==> src/rtl/reg_file_cmd_ctrl_if.sv <==
// rtl/reg_file_cmd_ctrl_if.sv - command, response and register-file pin bundle for reg_file_cmd_ctrl
interface reg_file_cmd_ctrl_if #(
  parameter int DATA_W = 16,
  parameter int ADDR_W = 3
);
  logic              Cmd_Valid;
  logic              Cmd_Ready;
  logic              Cmd_Wr;
  logic [ADDR_W-1:0] Cmd_Addr;
  logic [ADDR_W-1:0] Cmd_Len;
  logic [DATA_W-1:0] Cmd_Data;
  logic              RF_WrEn;
  logic              RF_RdEn;
  logic [ADDR_W-1:0] RF_Address;
  logic [DATA_W-1:0] RF_WrData;
  logic [DATA_W-1:0] RF_RdData;
  logic              Rsp_Valid;
  logic              Rsp_Ready;
  logic [DATA_W-1:0] Rsp_Data;
  logic              Rsp_Last;
  logic              Busy;

  // master: the environment (command source, response sink, register file)
  modport master (
    output Cmd_Valid, Cmd_Wr, Cmd_Addr, Cmd_Len, Cmd_Data, Rsp_Ready, RF_RdData,
    input  Cmd_Ready, RF_WrEn, RF_RdEn, RF_Address, RF_WrData,
           Rsp_Valid, Rsp_Data, Rsp_Last, Busy
  );

  modport slave (
    input  Cmd_Valid, Cmd_Wr, Cmd_Addr, Cmd_Len, Cmd_Data, Rsp_Ready, RF_RdData,
    output Cmd_Ready, RF_WrEn, RF_RdEn, RF_Address, RF_WrData,
           Rsp_Valid, Rsp_Data, Rsp_Last, Busy
  );
endinterface

==> src/rtl/reg_file_cmd_ctrl.sv <==
// rtl/reg_file_cmd_ctrl.sv - single-master sequencer turning write / burst-read commands into register-file pin activity
module reg_file_cmd_ctrl #(
  parameter int DATA_W = 16,
  parameter int ADDR_W = 3
) (
  input logic             CLK,
  input logic             RST,
  reg_file_cmd_ctrl_if.slave bus
);

  typedef enum logic [2:0] {IDLE, WRITE, READ, CAPTURE, RESP} state_e;

  state_e            state_q, state_d;
  logic [ADDR_W-1:0] addr_q, addr_d;
  logic [ADDR_W-1:0] rem_q, rem_d;
  logic [DATA_W-1:0] wdata_q, wdata_d;
  logic              rsp_valid_q, rsp_valid_d;
  logic [DATA_W-1:0] rsp_data_q, rsp_data_d;
  logic              rsp_last_q, rsp_last_d;

  always_ff @(posedge CLK) begin
    if (RST) begin
      state_q <= IDLE;
    end else begin
      state_q <= state_d;
    end
  end

  always_comb begin
    state_d = state_q;
    case (state_q)
      IDLE:    if (bus.Cmd_Valid) state_d = bus.Cmd_Wr ? WRITE : READ;
      WRITE:   state_d = IDLE;
      READ:    state_d = CAPTURE;
      CAPTURE: state_d = RESP;
      RESP:    if (bus.Rsp_Ready) state_d = (rem_q == '0) ? IDLE : READ;
      default: state_d = IDLE;
    endcase
  end

  // Enables are pure state decodes, so read and write can never overlap.
  always_comb begin
    bus.Cmd_Ready = (state_q == IDLE);
    bus.Busy      = (state_q != IDLE);
    bus.RF_WrEn   = (state_q == WRITE);
    bus.RF_RdEn   = (state_q == READ);
  end

  always_comb begin
    addr_d      = addr_q;
    rem_d       = rem_q;
    wdata_d     = wdata_q;
    rsp_valid_d = rsp_valid_q;
    rsp_data_d  = rsp_data_q;
    rsp_last_d  = rsp_last_q;
    case (state_q)
      IDLE: begin
        if (bus.Cmd_Valid) begin
          addr_d = bus.Cmd_Addr;
          rem_d  = bus.Cmd_Len;
          if (bus.Cmd_Wr) wdata_d = bus.Cmd_Data;
        end
      end
      CAPTURE: begin
        rsp_data_d  = bus.RF_RdData;
        rsp_last_d  = (rem_q == '0);
        rsp_valid_d = 1'b1;
      end
      RESP: begin
        if (bus.Rsp_Ready) begin
          rsp_valid_d = 1'b0;
          if (rem_q != '0) begin
            addr_d = addr_q + 1'b1;
            rem_d  = rem_q - 1'b1;
          end
        end
      end
      default: ;
    endcase
  end

  always_ff @(posedge CLK) begin
    if (RST) begin
      addr_q      <= '0;
      rem_q       <= '0;
      wdata_q     <= '0;
      rsp_valid_q <= 1'b0;
      rsp_data_q  <= '0;
      rsp_last_q  <= 1'b0;
    end else begin
      addr_q      <= addr_d;
      rem_q       <= rem_d;
      wdata_q     <= wdata_d;
      rsp_valid_q <= rsp_valid_d;
      rsp_data_q  <= rsp_data_d;
      rsp_last_q  <= rsp_last_d;
    end
  end

  // addr_q only moves at accept or between beats, so the address pins hold their last value.
  assign bus.RF_Address = addr_q;
  assign bus.RF_WrData  = wdata_q;
  assign bus.Rsp_Valid  = rsp_valid_q;
  assign bus.Rsp_Data   = rsp_data_q;
  assign bus.Rsp_Last   = rsp_last_q;

endmodule

==> src/flat_wrapper.sv <==
// flat-port wrapper written by rule: the top's interface ports become plain ports
module reg_file_cmd_ctrl_flat 
#(
  parameter int DATA_W = 16,
  parameter int ADDR_W = 3
)
  (CLK, RST, bus_Cmd_Valid, bus_Cmd_Wr, bus_Cmd_Addr, bus_Cmd_Len, bus_Cmd_Data, bus_Rsp_Ready, bus_RF_RdData, bus_Cmd_Ready, bus_RF_WrEn, bus_RF_RdEn, bus_RF_Address, bus_RF_WrData, bus_Rsp_Valid, bus_Rsp_Data, bus_Rsp_Last, bus_Busy);
  reg_file_cmd_ctrl_if #(.DATA_W(DATA_W), .ADDR_W(ADDR_W)) bus_i ();
  input logic CLK;
  input logic RST;
  input wire logic [$bits(bus_i.Cmd_Valid)-1:0] bus_Cmd_Valid;
  input wire logic [$bits(bus_i.Cmd_Wr)-1:0] bus_Cmd_Wr;
  input wire logic [$bits(bus_i.Cmd_Addr)-1:0] bus_Cmd_Addr;
  input wire logic [$bits(bus_i.Cmd_Len)-1:0] bus_Cmd_Len;
  input wire logic [$bits(bus_i.Cmd_Data)-1:0] bus_Cmd_Data;
  input wire logic [$bits(bus_i.Rsp_Ready)-1:0] bus_Rsp_Ready;
  input wire logic [$bits(bus_i.RF_RdData)-1:0] bus_RF_RdData;
  output wire logic [$bits(bus_i.Cmd_Ready)-1:0] bus_Cmd_Ready;
  output wire logic [$bits(bus_i.RF_WrEn)-1:0] bus_RF_WrEn;
  output wire logic [$bits(bus_i.RF_RdEn)-1:0] bus_RF_RdEn;
  output wire logic [$bits(bus_i.RF_Address)-1:0] bus_RF_Address;
  output wire logic [$bits(bus_i.RF_WrData)-1:0] bus_RF_WrData;
  output wire logic [$bits(bus_i.Rsp_Valid)-1:0] bus_Rsp_Valid;
  output wire logic [$bits(bus_i.Rsp_Data)-1:0] bus_Rsp_Data;
  output wire logic [$bits(bus_i.Rsp_Last)-1:0] bus_Rsp_Last;
  output wire logic [$bits(bus_i.Busy)-1:0] bus_Busy;
  assign bus_i.Cmd_Valid = bus_Cmd_Valid;
  assign bus_i.Cmd_Wr = bus_Cmd_Wr;
  assign bus_i.Cmd_Addr = bus_Cmd_Addr;
  assign bus_i.Cmd_Len = bus_Cmd_Len;
  assign bus_i.Cmd_Data = bus_Cmd_Data;
  assign bus_i.Rsp_Ready = bus_Rsp_Ready;
  assign bus_i.RF_RdData = bus_RF_RdData;
  assign bus_Cmd_Ready = bus_i.Cmd_Ready;
  assign bus_RF_WrEn = bus_i.RF_WrEn;
  assign bus_RF_RdEn = bus_i.RF_RdEn;
  assign bus_RF_Address = bus_i.RF_Address;
  assign bus_RF_WrData = bus_i.RF_WrData;
  assign bus_Rsp_Valid = bus_i.Rsp_Valid;
  assign bus_Rsp_Data = bus_i.Rsp_Data;
  assign bus_Rsp_Last = bus_i.Rsp_Last;
  assign bus_Busy = bus_i.Busy;
  reg_file_cmd_ctrl #(.DATA_W(DATA_W), .ADDR_W(ADDR_W)) u_core (.CLK(CLK), .RST(RST), .bus(bus_i));
endmodule
==> config.mk <==
export PLATFORM = sky130hd
export DESIGN_NAME = reg_file_cmd_ctrl_flat
export DESIGN_NICKNAME = d
export VERILOG_FILES = /design/src/rtl/reg_file_cmd_ctrl_if.sv /design/src/rtl/reg_file_cmd_ctrl.sv /design/src/flat_wrapper.sv
export SDC_FILE = /design/constraint.sdc
export NUM_CORES = 1
export LEC_CHECK = 0
export BUFFER_PORTS_ARGS = -buffer_cell sky130_fd_sc_hd__buf_4
export CAP_MARGIN = 0
export CORE_MARGIN = 4
export CORE_UTILIZATION = 50
export CTS_CLUSTER_SIZE = 28
export DETAILED_ROUTE_END_ITERATION = 7
export PLACE_DENSITY = 0.9
export SLEW_MARGIN = 15
export SYNTH_ARGS = -nofsm -noshare
export SYNTH_HDL_FRONTEND = slang
export SYNTH_SLANG_ARGS = --single-unit
==> constraint.sdc <==
create_clock -name CLK -period 2.5 [get_ports CLK]
set_input_delay 0.125 -clock CLK [delete_from_list [all_inputs] [get_ports CLK]]
set_output_delay 0.125 -clock CLK [all_outputs]
set_load 0.05 [all_outputs]
==> flow_metrics.tcl, run 1 <==
set metrics [dict create \
    cp-end-kind "register" \
    worstHoldPathCells 3 \
    root_buffer "clkbuf_8" \
    crit_chain "or4b_1 -> o21ai_0 -> a21oi_1" \
    syn2layout_area_growth_pct 38.81 \
    grt_max_degree 44 \
    antenna_found_initial 0 \
    status "completed" \
    postSynthAreaPerCell_um2 8.376 \
    relSlewSlack_pct 48.48 \
    post_cts_buffers 0 \
    synth_flop_cell "dfxtp_1" \
    vias_per_cell 5.361 \
    synthCells 219 \
    crit_required_ps 2660 \
    cts_tree "done" \
    yosysSeqAreaShare_pct 46.93 \
    cap_violations 0 \
    ys_warn_count 0 \
    synth_edf_count 0 \
    powerDensity_mw_per_mm2 634.2 \
    grt_pass1_vias 1748 \
    path_max_fanout 18 \
    period_share_pct 74.45 \
    htreeDepth 2 \
    cts_resized 0 \
    syn_nets 265 \
    reg2regPathDepth 3 \
    arrival_ps 2020 \
    rows 21 \
    hp-class "primary input to register" \
    hold_start "bus_RF_RdData[6]" \
    clock_latency_ps 290 \
    finClkSkew_ps 3.687 \
    period_minus_slack_ps 1861 \
    vias 1812 \
    fmaxAchievable_ghz 0.5373 \
    ctsHoldBuffers 0 \
    die_h_um 68.57 \
    dieWidth_um 68.57 \
    final_area_mm2 0.002546 \
    synthArstFlopShare_pct 0 \
    critPathMaxStageDelay_ps 880 \
    remaining_drc_errors 0 \
    r2r-end "u_core.bus.RF_WrData[1]" \
    ys_types 39 \
    ys_seq_elements 43 \
    grt_overflow 0 \
    grt_setup_unrepaired "no" \
    reg2reg_from "u_core.state_q[2]" \
    cts_sinks 43 \
    critPathBufInv 0 \
    finalHoldViolCount 0 \
    finalSetupTns_ps 0 \
    drive_gt1_share_pct 32.53 \
    hpwl_um 3467 \
    routed_wl_um 4864 \
    io_pins 84 \
    antenna_left 0 \
    die_area_mm2 0.004702 \
    hold_end "u_core.bus.Rsp_Data[6]" \
    peakVddDrop_v 0.0004334 \
    initial_core_util_pct 53.29 \
    fill_cells 276 \
    grt_pass1_wl_um 7645 \
    final_util_pct 73.97 \
    wl_per_cell_um 14.39 \
    placed_area_mm2 0.002429 \
    crit_path_top_delay_cell "or4b_1" \
    firstDrtPassIters 4 \
    worst_pin_slew_ps 769.4 \
    drt_iter0_markers 109 \
    finalSetupViolCount 0 \
    crit_type "register to register" \
    clockBufferDepth 2 \
    clk_pin_slew_ps 80 \
    cpLargestDelayFamily "simple AND/OR/NAND/NOR gates" \
    port_buffers 83 \
    numCtsBuffers 5 \
    startpoint_type "register" \
    antenna_cells 0 \
    gp_congestion 0.7777 \
    core_area_mm2 0.003442 \
    final_nets 337 \
    syn_area_mm2 0.001834 \
    rrSetupSlack_ps 640 \
    grt_use_total_pct 21.34 \
    slew_viol_final 0 \
    leakagePower_uw 0.001055 \
]
==> flip-flops by register name, indices dropped and copies added, names as in the netlist <==
signal	flops
u_core.bus.RF_WrData	16
u_core.bus.Rsp_Data	16
u_core.bus.RF_Address	3
u_core.rem_q	3
u_core.state_q	3
u_core.bus.Rsp_Last	1
u_core.bus.Rsp_Valid	1
==> layout make-up <==
cell class | count | area [um2] | area share [%]
multi-input combinational | 148 | 845.8 | 33.22
tap | 46 | 57.56 | 2.260
clock inverter | 2 | 35.03 | 1.376
sequential | 43 | 860.8 | 33.81
inverter | 9 | 33.78 | 1.327
clock buffer | 6 | 82.58 | 3.243
timing repair buffer | 84 | 630.6 | 24.77
==> cells in the mapped netlist, drive strengths merged (3+ instances only) <==
library cell / number / area (um2)
a211oi: 6 / 45.04
o21ai: 18 / 93.84
inv: 9 / 33.78
clkbuf: 7 / 26.28
a21oi: 35 / 175.2
o211ai: 3 / 22.52
buf: 12 / 73.82
nand3: 16 / 80.08
dfxtp: 43 / 860.8
ha: 3 / 37.54
nand2: 36 / 135.1
mux2i: 3 / 30.03
==> routing by layer <==
layer	vias up	global-route usage, %	part of all wire [%]
li1	913	-	-
met1	829	24.82	40
met2	63	37.43	51
met3	7	7.131	8.2
met4	0	5.211	0.78
met5	-	0	0
==> per-stage QoR <==
| step | instances | total power [uW] | worst slack, ps | hold slack (ps) |
|---|---|---|---|---|
| floorplan | 219 | 961.6 | 656.4 | 261.0 |
| global placement | 330 | 1069 | 762.2 | 371.6 |
| detailed placement | 330 | 1077 | 674.3 | 381.2 |
| CTS | 338 | 1624 | 665.9 | 72.78 |
| global route | 338 | 1679 | 494.7 | 70.25 |
| finish | 338 | 1615 | 638.7 | 70.88 |
==> power breakdown <==
part	switching (uW)	total, uW	internal [uW]
Sequential	23.7	737	713
Combinational	203	326	123
Clock	229	552	323
==> cells by family after synthesis <==
group	after synthesis	share of synthesized area, %
adders and majority gates	3	2.047
buffers and inverters	28	7.299
and+or+nand+nor	70	19.17
muxes	3	1.637
AOI/OAI and AO/OA	72	22.92
DFF	43	46.93
==> cells in the final DEF, fill, tap and decap left out, drive strengths merged, types with 2 or more instances in the layout <==
master,instances
mux2i,3
nand2,36
a21oi,35
nand2b,2
buf,84
nand3b,2
a211oi,6
nand3,16
inv,9
nor2b,2
o21ai,18
o211ai,3
o32ai,2
dfxtp,43
o2bb2ai,2
clkbuf,6
ha,3
nor3b,2
nor2,2
==> worst max path at each step <==
stage	start	endpoint	slack, ps	depth (start not counted)
floorplan	u_core.state_q[0]	bus_RF_WrEn	660	2
global placement	u_core.state_q[2]	u_core.rem_q[0]	760	3
detailed placement	u_core.state_q[2]	u_core.bus.RF_WrData[1]	670	3
CTS	u_core.state_q[2]	u_core.bus.RF_WrData[1]	670	3
global route	u_core.state_q[2]	u_core.rem_q[2]	490	3
finish	u_core.state_q[2]	u_core.bus.RF_WrData[1]	640	3
==> worst reg2reg max path: stages, from the launching register on <==
cell	delay, ps
dfxtp_1	430
or4b_1	880
o21ai_0	310
a21oi_1	110
No activity file was read; power rests on OpenSTA's default activity.
==> inputs of run 2 (changes only) <==
- CORE_UTILIZATION: 50 -> 46
- PLACE_DENSITY: 0.9 -> 0.84
- clock period: 2.5 -> 1.9 ns (I/O delays scaled with it)
==> flow_metrics.tcl, run 2 (synthesis gave the netlist of run 1 again) <==
set metrics [dict create \
    status "completed" \
    htreeDepth 2 \
    clockBufferDepth 2 \
    arrival_ps 1950 \
    numCtsBuffers 5 \
    fmaxAchievable_ghz 0.5807 \
    vias_per_cell 5.246 \
    grt_max_degree 44 \
    peakVddDrop_v 0.0004284 \
    clock_latency_ps 290 \
    dieWidth_um 71.15 \
    crit_path_top_delay_cell "a211oi_1" \
    finClkSkew_ps 3.418 \
    routed_wl_um 4704 \
    finalPower_uw 1979 \
    die_area_mm2 0.005062 \
    initial_core_util_pct 49.00 \
    grt_use_total_pct 18.27 \
    rows 22 \
    final-seq-area_um2 860.8 \
    cp-end-kind "register" \
    die_h_um 71.15 \
    root_buffer "clkbuf_8" \
    relSlewSlack_pct 54.52 \
    multi_input_area_um2 845.8 \
    finalSetupViolCount 0 \
    fill_cells 339 \
    finalSetupTns_ps 0 \
    period_minus_slack_ps 1722 \
    wl_per_cell_um 13.63 \
    cts_resized 0 \
    slew_viol_final 0 \
    startpoint_type "register" \
    hp-class "primary input to register" \
    critPathBufInv 1 \
    post_cts_buffers 0 \
    hpwl_um 3347 \
    cpLargestDelayFamily "compound AO/OA/AOI/OAI gates" \
    layout_commonest_cell "buf_4" \
    antenna_left 0 \
    fin_hold_ws_ps 47.52 \
    crit_type "register to register" \
    ctsHoldBuffers 0 \
    path_max_fanout 4 \
    grt_overflow 0 \
    critPathMaxStageDelay_ps 450 \
    period_share_pct 90.63 \
    final_nets 343 \
    clk_pin_slew_ps 80 \
    syn2layout_area_growth_pct 39.77 \
    core_area_mm2 0.003744 \
    layout_common_cells "90 x buf_4, 43 x dfxtp_1, 36 x nand2_1" \
    leakagePower_uw 0.001073 \
    drt_iter0_markers 128 \
    antenna_cells 0 \
    crit_top_cell "ha_1" \
    grt_pass1_wl_um 7500 \
    vias 1810 \
    firstDrtPassIters 4 \
    grt_pass1_vias 1737 \
    grt_setup_unrepaired "no" \
    gp_congestion 0.8089 \
    remaining_drc_errors 0 \
    cts_sinks 43 \
    cts_tree "done" \
    antenna_found_initial 0 \
    crit_chain "inv_1 -> ha_1 -> ha_1 -> nand3b_1 -> a211oi_1 -> mux2i_1" \
    finalHoldViolCount 0 \
    drive_gt1_share_pct 33.67 \
    io_pins 84 \
    worst_pin_slew_ps 680.1 \
    port_buffers 83 \
    crit_required_ps 2130 \
    cap_violations 0 \
    powerDensity_mw_per_mm2 772.0 \
]
run 2: per-layer routing:
| metal | part of all wire (%) | GRT usage [%] |
|---|---|---|
| met1 | 41 | 21.08 |
| met2 | 48 | 31.22 |
| met3 | 10 | 6.392 |
| met4 | 1.3 | 6.263 |
| met5 | 0 | 0 |
run 2: final cells by class:
type	instances	share of cell area [%]
flip-flops and latches	43	33.58
clock buffers	6	3.221
multi-input cells	148	32.99
well taps	48	2.343
clock inverters	1	0.1952
inverters	9	1.318
repair buffers	90	26.35
run 2: through the flow:
stage | util [%] | cell area, um2 | worst slack (ps) | instances
floorplan | - | 1834 | 86.43 | 219
global placement | 66.14 | 2476 | 269.2 | 338
detailed placement | 66.14 | 2476 | 162.4 | 338
CTS | 68.48 | 2564 | 165.4 | 345
global route | 68.48 | 2564 | 74.46 | 345
finish | 68.48 | 2564 | 178.0 | 345
run 2: path summary, 6_finish.rpt:
kind / start / end / slack [ps] / cells after the start
worst max-delay path: u_core.rem_q[0] / u_core.rem_q[1] / 180 / 6
worst max register to register: u_core.rem_q[0] / u_core.rem_q[1] / 180 / 6
worst min-delay path: bus_RF_RdData[3] / u_core.bus.Rsp_Data[3] / 50 / 3
worst min register to register: u_core.bus.Rsp_Data[14] / u_core.bus.Rsp_Data[14] / 460 / 2
run 2: worst register-to-register path, stage by stage, from the launching register on:
cell and delay (ps):
dfxtp_1 310, inv_1 50, ha_1 190, ha_1 230, nand3b_1 190, a211oi_1 450, mux2i_1 230
run 2: power by group:
group | switching, uW | total (uW) | internal, uW
Clock | 292 | 577 | 285
Combinational | 276 | 445 | 168
Sequential | 19.2 | 957 | 938
Total | 588 | 1980 | 1390
